### src/rtl/spectrum_bin_writer.sv
`default_nettype none
// ============================================================================
// Module   : spectrum_bin_writer
// Purpose  : Folds a 256-point FFT magnitude stream into 16 peak-held bins,
//            double-buffered so the display only updates on VGA vsync.
// Revision : 1.0  initial release
// ============================================================================
module spectrum_bin_writer #(
    parameter int NUM_BINS    = 16,
    parameter int PTS_PER_BIN = 16,
    parameter int MAG_W       = 16,
    parameter int OUT_W       = 12,
    parameter int DECAY_SHIFT = 3
) (
    input  logic                      clk_50MHz,
    input  logic                      rst,
    input  logic                      mag_valid,
    output logic                      mag_ready,
    input  logic [MAG_W-1:0]          mag,
    input  logic                      mag_last,
    input  logic                      vga_vsync,
    output logic [NUM_BINS*OUT_W-1:0] bin_amplitudes,
    output logic                      frame_err,
    output logic                      dropped
);

    // Bin/offset split of the sample index relies on power-of-two sizes.
    localparam int c_IDX_W = $clog2(NUM_BINS * PTS_PER_BIN);
    localparam int c_BIN_W = $clog2(NUM_BINS);
    localparam int c_PPB_W = $clog2(PTS_PER_BIN);
    localparam logic [c_IDX_W-1:0] c_LAST_IDX = c_IDX_W'(NUM_BINS * PTS_PER_BIN - 1);
    localparam logic [c_BIN_W-1:0] c_LAST_BIN = c_BIN_W'(NUM_BINS - 1);

    typedef enum logic [0:0] {
        S_ACCUM   = 1'b0,
        S_PUBLISH = 1'b1
    } state_t;

    state_t               r_state;
    state_t               w_state_nxt;
    logic [c_IDX_W-1:0]   r_idx;
    logic [c_BIN_W-1:0]   r_pub_idx;
    logic [OUT_W-1:0]     r_new  [NUM_BINS];
    logic [OUT_W-1:0]     r_pend [NUM_BINS];
    logic [OUT_W-1:0]     r_disp [NUM_BINS];
    logic                 r_pend_valid;
    logic                 r_frame_err;
    logic                 r_dropped;
    logic                 r_vs_meta;
    logic                 r_vs_sync;
    logic                 r_vs_prev;

    logic                 w_accept;
    logic                 w_at_last;
    logic                 w_frame_end;
    logic                 w_pub_done;
    logic                 w_vs_fall;
    logic                 w_copy;
    logic [c_BIN_W-1:0]   w_bin;
    logic                 w_first;
    logic [OUT_W-1:0]     w_sat;
    logic [OUT_W-1:0]     w_acc_val;
    logic [OUT_W-1:0]     w_decayed;
    logic [OUT_W-1:0]     w_pub_val;

    assign mag_ready   = (r_state == S_ACCUM);
    assign w_accept    = mag_valid & mag_ready;
    assign w_at_last   = (r_idx == c_LAST_IDX);
    assign w_frame_end = w_accept & (mag_last | w_at_last);
    assign w_pub_done  = (r_state == S_PUBLISH) && (r_pub_idx == c_LAST_BIN);
    assign w_vs_fall   = r_vs_prev & ~r_vs_sync;
    assign w_copy      = w_vs_fall & r_pend_valid;
    assign w_bin       = r_idx[c_IDX_W-1:c_PPB_W];
    assign w_first     = (r_idx[c_PPB_W-1:0] == '0);

    always_comb begin
        w_sat     = (|mag[MAG_W-1:OUT_W]) ? {OUT_W{1'b1}} : mag[OUT_W-1:0];
        w_acc_val = w_sat;
        if (!w_first && (r_new[w_bin] > w_sat)) begin
            w_acc_val = r_new[w_bin];
        end
        w_decayed = r_pend[r_pub_idx] - (r_pend[r_pub_idx] >> DECAY_SHIFT);
        w_pub_val = (r_new[r_pub_idx] > w_decayed) ? r_new[r_pub_idx] : w_decayed;
    end

    always_ff @(posedge clk_50MHz or posedge rst) begin
        if (rst) begin
            r_state <= S_ACCUM;
        end else begin
            r_state <= w_state_nxt;
        end
    end

    always_comb begin
        w_state_nxt = r_state;
        case (r_state)
            S_ACCUM:   if (w_frame_end) w_state_nxt = S_PUBLISH;
            S_PUBLISH: if (w_pub_done)  w_state_nxt = S_ACCUM;
            default:   w_state_nxt = S_ACCUM;
        endcase
    end

    always_ff @(posedge clk_50MHz or posedge rst) begin
        if (rst) begin
            // Vsync idles high; presetting the chain avoids a false edge out of reset.
            r_vs_meta    <= 1'b1;
            r_vs_sync    <= 1'b1;
            r_vs_prev    <= 1'b1;
            r_idx        <= '0;
            r_pub_idx    <= '0;
            r_pend_valid <= 1'b0;
            r_frame_err  <= 1'b0;
            r_dropped    <= 1'b0;
            for (int i = 0; i < NUM_BINS; i++) begin
                r_new[i]  <= '0;
                r_pend[i] <= '0;
                r_disp[i] <= '0;
            end
        end else begin
            r_vs_meta <= vga_vsync;
            r_vs_sync <= r_vs_meta;
            r_vs_prev <= r_vs_sync;
            // A copy in the frame-end cycle consumes pending, so no drop is reported.
            r_dropped <= w_frame_end & r_pend_valid & ~w_vs_fall;

            if (w_copy) begin
                for (int i = 0; i < NUM_BINS; i++) begin
                    r_disp[i] <= r_pend[i];
                end
            end

            if (w_pub_done) begin
                r_pend_valid <= 1'b1;
            end else if (w_frame_end || w_copy) begin
                r_pend_valid <= 1'b0;
            end

            if (w_frame_end && (mag_last != w_at_last)) begin
                r_frame_err <= 1'b1;
            end

            if (w_accept) begin
                r_new[w_bin] <= w_acc_val;
                r_idx        <= w_frame_end ? '0 : r_idx + 1'b1;
            end

            if (r_state == S_PUBLISH) begin
                r_pend[r_pub_idx] <= w_pub_val;
                r_new[r_pub_idx]  <= '0;
                r_pub_idx         <= w_pub_done ? '0 : r_pub_idx + 1'b1;
            end
        end
    end

    generate
        for (genvar g = 0; g < NUM_BINS; g++) begin : g_out
            assign bin_amplitudes[g*OUT_W +: OUT_W] = r_disp[g];
        end
    endgenerate

    assign frame_err = r_frame_err;
    assign dropped   = r_dropped;

endmodule
`default_nettype wire

### config.mk
export PLATFORM = sky130hd
export DESIGN_NAME = spectrum_bin_writer
export DESIGN_NICKNAME = d
export VERILOG_FILES = /design/src/rtl/spectrum_bin_writer.sv
export SDC_FILE = /design/constraint.sdc
export NUM_CORES = 2
export LEC_CHECK = 0
export BUFFER_PORTS_ARGS = -buffer_cell sky130_fd_sc_hd__buf_2
export CORE_UTILIZATION = 55
export DETAILED_ROUTE_END_ITERATION = 6
export PLACE_DENSITY = 0.74
export SLEW_MARGIN = 5
export SYNTH_ARGS = -nofsm -noshare
export SYNTH_HDL_FRONTEND = slang
export SYNTH_SLANG_ARGS = --single-unit
### constraint.sdc
create_clock -name clk_50MHz -period 69.6 [get_ports clk_50MHz]
set_input_delay 17.4 -clock clk_50MHz [delete_from_list [all_inputs] [get_ports clk_50MHz]]
set_output_delay 17.4 -clock clk_50MHz [all_outputs]
set_load 0.05 [all_outputs]
==> impl_metrics.yaml <==
detailed_routing:
  wl_per_cell_um: 26.7
  via_per_inst: 6.55
  final_antenna_net_count: 0
  drt-total-wl_mm: 81.6
  first_pass_iters: 5
  drc: 0
  drtIter0Drc: 2085
  vias: 20058
sta:
  finalWorstSetupSlack_ns: 48.82
  setup_viol: 0
  drv_slew: 0
  slew_headroom: 0.102
  fin_crit_ns: 20.78
  skew_ns: 0.0377
  fmaxAchievable_ghz: 0.0481
  tightest_slew_ns: 1.35
  timing.final.hold_violations: 0
  finalSetupTns_ns: 0
  fin_crit_sh: 0.298
  rsz0062_at_grt: "no"
setup_path:
  cp-start-kind: "input port"
  worstSetupPathType: "input port to register"
  max_stage_delay_ns: 0.82
  crit_fanout: 23
  ff2ff_setup_slack_ns: 61.66
  cp.arrival_ns: 21.23
  reg2regPathDepth: 17
  r2r-end: "r_pend[191]"
  setup.worst_path.end_class: "register"
  critPathTopFamily: "compound AO/OA/AOI/OAI gates"
  path_depth: 13
  worstPathCellList: "buf_2, nor4_1, buf_4, nand2b_1, inv_1, ha_1, a21o_1, a221o_1, a221o_1, o21ai_2, buf_4, mux2i_2, a211oi_1"
  r2r-start: "r_pub_idx[0]"
  slowest_stage: "mux2i_2"
  crit_required_ns: 70.05
  path_buf_inv: 4
placed_design:
  place_inst: 2948
  place.gp.congestion: 0.883
  dp_slack_ns: 47.89
  dp_hpwl_mm: 51.9
  portBuffers: 215
yosys:
  syn_area_sq_um: 28000
  synth_edf_count: 0
  async_reset_ff_frac: 1.00
  postSynthNetCount: 2259
  ys_seq_elements: 595
  yosys_most_used_dff: "dfrtp_1"
  post_synth.cell_area_avg_sq_um: 12.8
  syn_inst: 2197
  yosys_warnings: 0
  synth_cell_types: 60
  seq_area_frac_synth: 0.532
min_path:
  hold_path.class: "register to register"
  holdPathEnd: "r_vs_sync"
  hp-start: "r_vs_meta"
  hold_depth: 0
floorplanning:
  start_util: 0.558
  pin_count: 216
  dieWidth_um: 228
  die_h_um: 228
  rows: 82
  placeableCoreArea_sq_um: 50200
  die_area_sq_um: 51800
global_routing:
  use_met2: 0.495
  grt_use_met1: 0.425
  grt.met3_usage: 0.0798
  track_usage: 0.321
  grt_pass1_vias: 20111
  grt_overflow: 0
  antenna_found_initial: 1
  grt_pass1_wl_mm: 123
  grt_max_degree: 189
  grt-busiest-layer: "met2"
clocking:
  holdBufCountCts: 0
  numCtsBuffers: 61
  insertion_delay_ns: 0.64
  cts_max_level: 2
  clk_root_buffer_cell: "clkbuf_16"
  cts_setup_buffers: 0
  clock-sinks: 595
  clk_pin_slew_ns: 0.06
  ctsLongestPathBuffers: 3
  cts_tree: "built"
  post_cts_resized: 0
layout:
  nFillCells: 3758
  stdcell_count: 3060
  drive_gt1_frac: 0.329
  area_growth_pct: 13.0
  nets: 2401
  n_antenna_cell: 0
flow_run:
  drv_cap: 0
run_status:
  run_status: "completed"
-- synthesized netlist by cell type (3+ instances only) --
| cell | instances | area share |
|---|---|---|
| a211oi_1 | 8 | 0.0021 |
| a21o_1 | 8 | 0.0021 |
| a21oi_1 | 195 | 0.035 |
| a21oi_2 | 16 | 0.0050 |
| a21oi_4 | 10 | 0.0058 |
| a221o_1 | 3 | 0.0011 |
| a22o_1 | 89 | 0.028 |
| and2_1 | 15 | 0.0033 |
| and3_1 | 5 | 0.0011 |
| buf_1 | 12 | 0.0016 |
| buf_2 | 22 | 0.0039 |
| buf_4 | 14 | 0.0038 |
| clkbuf_1 | 128 | 0.017 |
| dfrtp_1 | 592 | 0.53 |
| dfstp_2 | 3 | 0.0028 |
| ha_1 | 40 | 0.018 |
| inv_1 | 37 | 0.0050 |
| mux2_2 | 204 | 0.082 |
| mux2i_1 | 13 | 0.0046 |
| mux4_1 | 7 | 0.0066 |
| mux4_2 | 169 | 0.14 |
| nand2_1 | 51 | 0.0068 |
| nand2b_1 | 13 | 0.0029 |
| nand3_1 | 106 | 0.019 |
| nand3b_1 | 3 | 0.00080 |
| nand4_1 | 4 | 0.00089 |
| nor2_1 | 235 | 0.031 |
| nor2b_1 | 10 | 0.0022 |
| nor3_1 | 12 | 0.0021 |
| o21a_1 | 6 | 0.0016 |
| o21ai_0 | 119 | 0.021 |
| o31ai_1 | 3 | 0.00080 |
| xnor2_1 | 5 | 0.0016 |
| xor2_1 | 3 | 0.00094 |
-- layer usage --
layer	up-vias	wire length (um)	part of all wire
li1	8343	-	-
met1	10337	31200	0.38
met2	1094	38300	0.47
met3	282	7930	0.097
met4	2	4220	0.052
met5	-	11	0.00013
-- how the worst max path moves through the flow --
| stage | slack [ns] | endpoint | startpoint |
|---|---|---|---|
| after CTS | 48.54 | r_new[154] | mag[15] |
| after floorplan | 35.55 | bin_amplitudes[0] | rst |
| after detailed placement | 47.89 | r_new[154] | mag[15] |
| final | 48.82 | r_new[106] | mag[15] |
| after global placement | 48.10 | r_new[130] | mag[15] |
| after global routing | 48.62 | r_new[34] | mag[15] |
-- cell usage in the layout, fill, tap and decap left out, types with 16 or more instances in the layout --
| cell type | synthesis | final |
|---|---|---|
| inv_1 | 37 | 36 |
| mux4_2 | 169 | 169 |
| dfrtp_1 | 592 | 587 |
| nor2_1 | 235 | 230 |
| ha_1 | 40 | 40 |
| buf_4 | 14 | 42 |
| nand3_1 | 106 | 106 |
| a21oi_1 | 195 | 195 |
| clkbuf_16 | 0 | 63 |
| nand2_1 | 51 | 51 |
| a21oi_2 | 16 | 16 |
| mux2_2 | 204 | 204 |
| buf_2 | 22 | 215 |
| a22o_1 | 89 | 89 |
| o21ai_0 | 119 | 119 |
-- cells by family (layout without fill, tap and decap cells) --
logic type / count (synthesis) / count (layout) / share of synthesized area
flip-flops: 595 / 595 / 0.532
AO/OA/AOI/OAI: 474 / 474 / 0.110
XOR/XNOR: 8 / 8 / 0.00250
adder cells (fa/ha/maj): 41 / 41 / 0.0186
multiplexers: 393 / 393 / 0.229
buffers and inverters: 217 / 408 / 0.0336
AND/OR/NAND/NOR: 469 / 469 / 0.0748
-- per-stage QoR --
step,hold slack (ns),area [sq um],utilization
2_1_floorplan,0.345,28000,-
3_3_place_gp,0.348,29500,0.589
3_5_place_dp,0.351,29500,0.589
4_1_cts,0.360,31700,0.631
5_1_grt,0.360,31700,0.631
6_report,0.359,31700,0.631
-- state kept, by name, summed over array words and instances, names as in the netlist --
register	cells
dropped	1
r_new	192
frame_err	1
r_pend_valid	1
r_idx	8
r_vs_prev	1
r_state	1
r_vs_sync	1
r_pub_idx	4
r_pend	192
r_vs_meta	1
bin_amplitudes	192
-- layout make-up --
cell class              count  area (sq um)  share of cell area
clock buffers              89          1820              0.0576
well taps                 672           841              0.0266
flip-flops and latches    595         14900               0.471
clock inverters            23           304             0.00960
multi-input cells        1385         12200               0.386
inverters                  37           146             0.00462
repair buffers            259          1430              0.0452
Power is not shown: default switching activity piles up to over one toggle a cycle in this logic, so the estimate is an artifact.
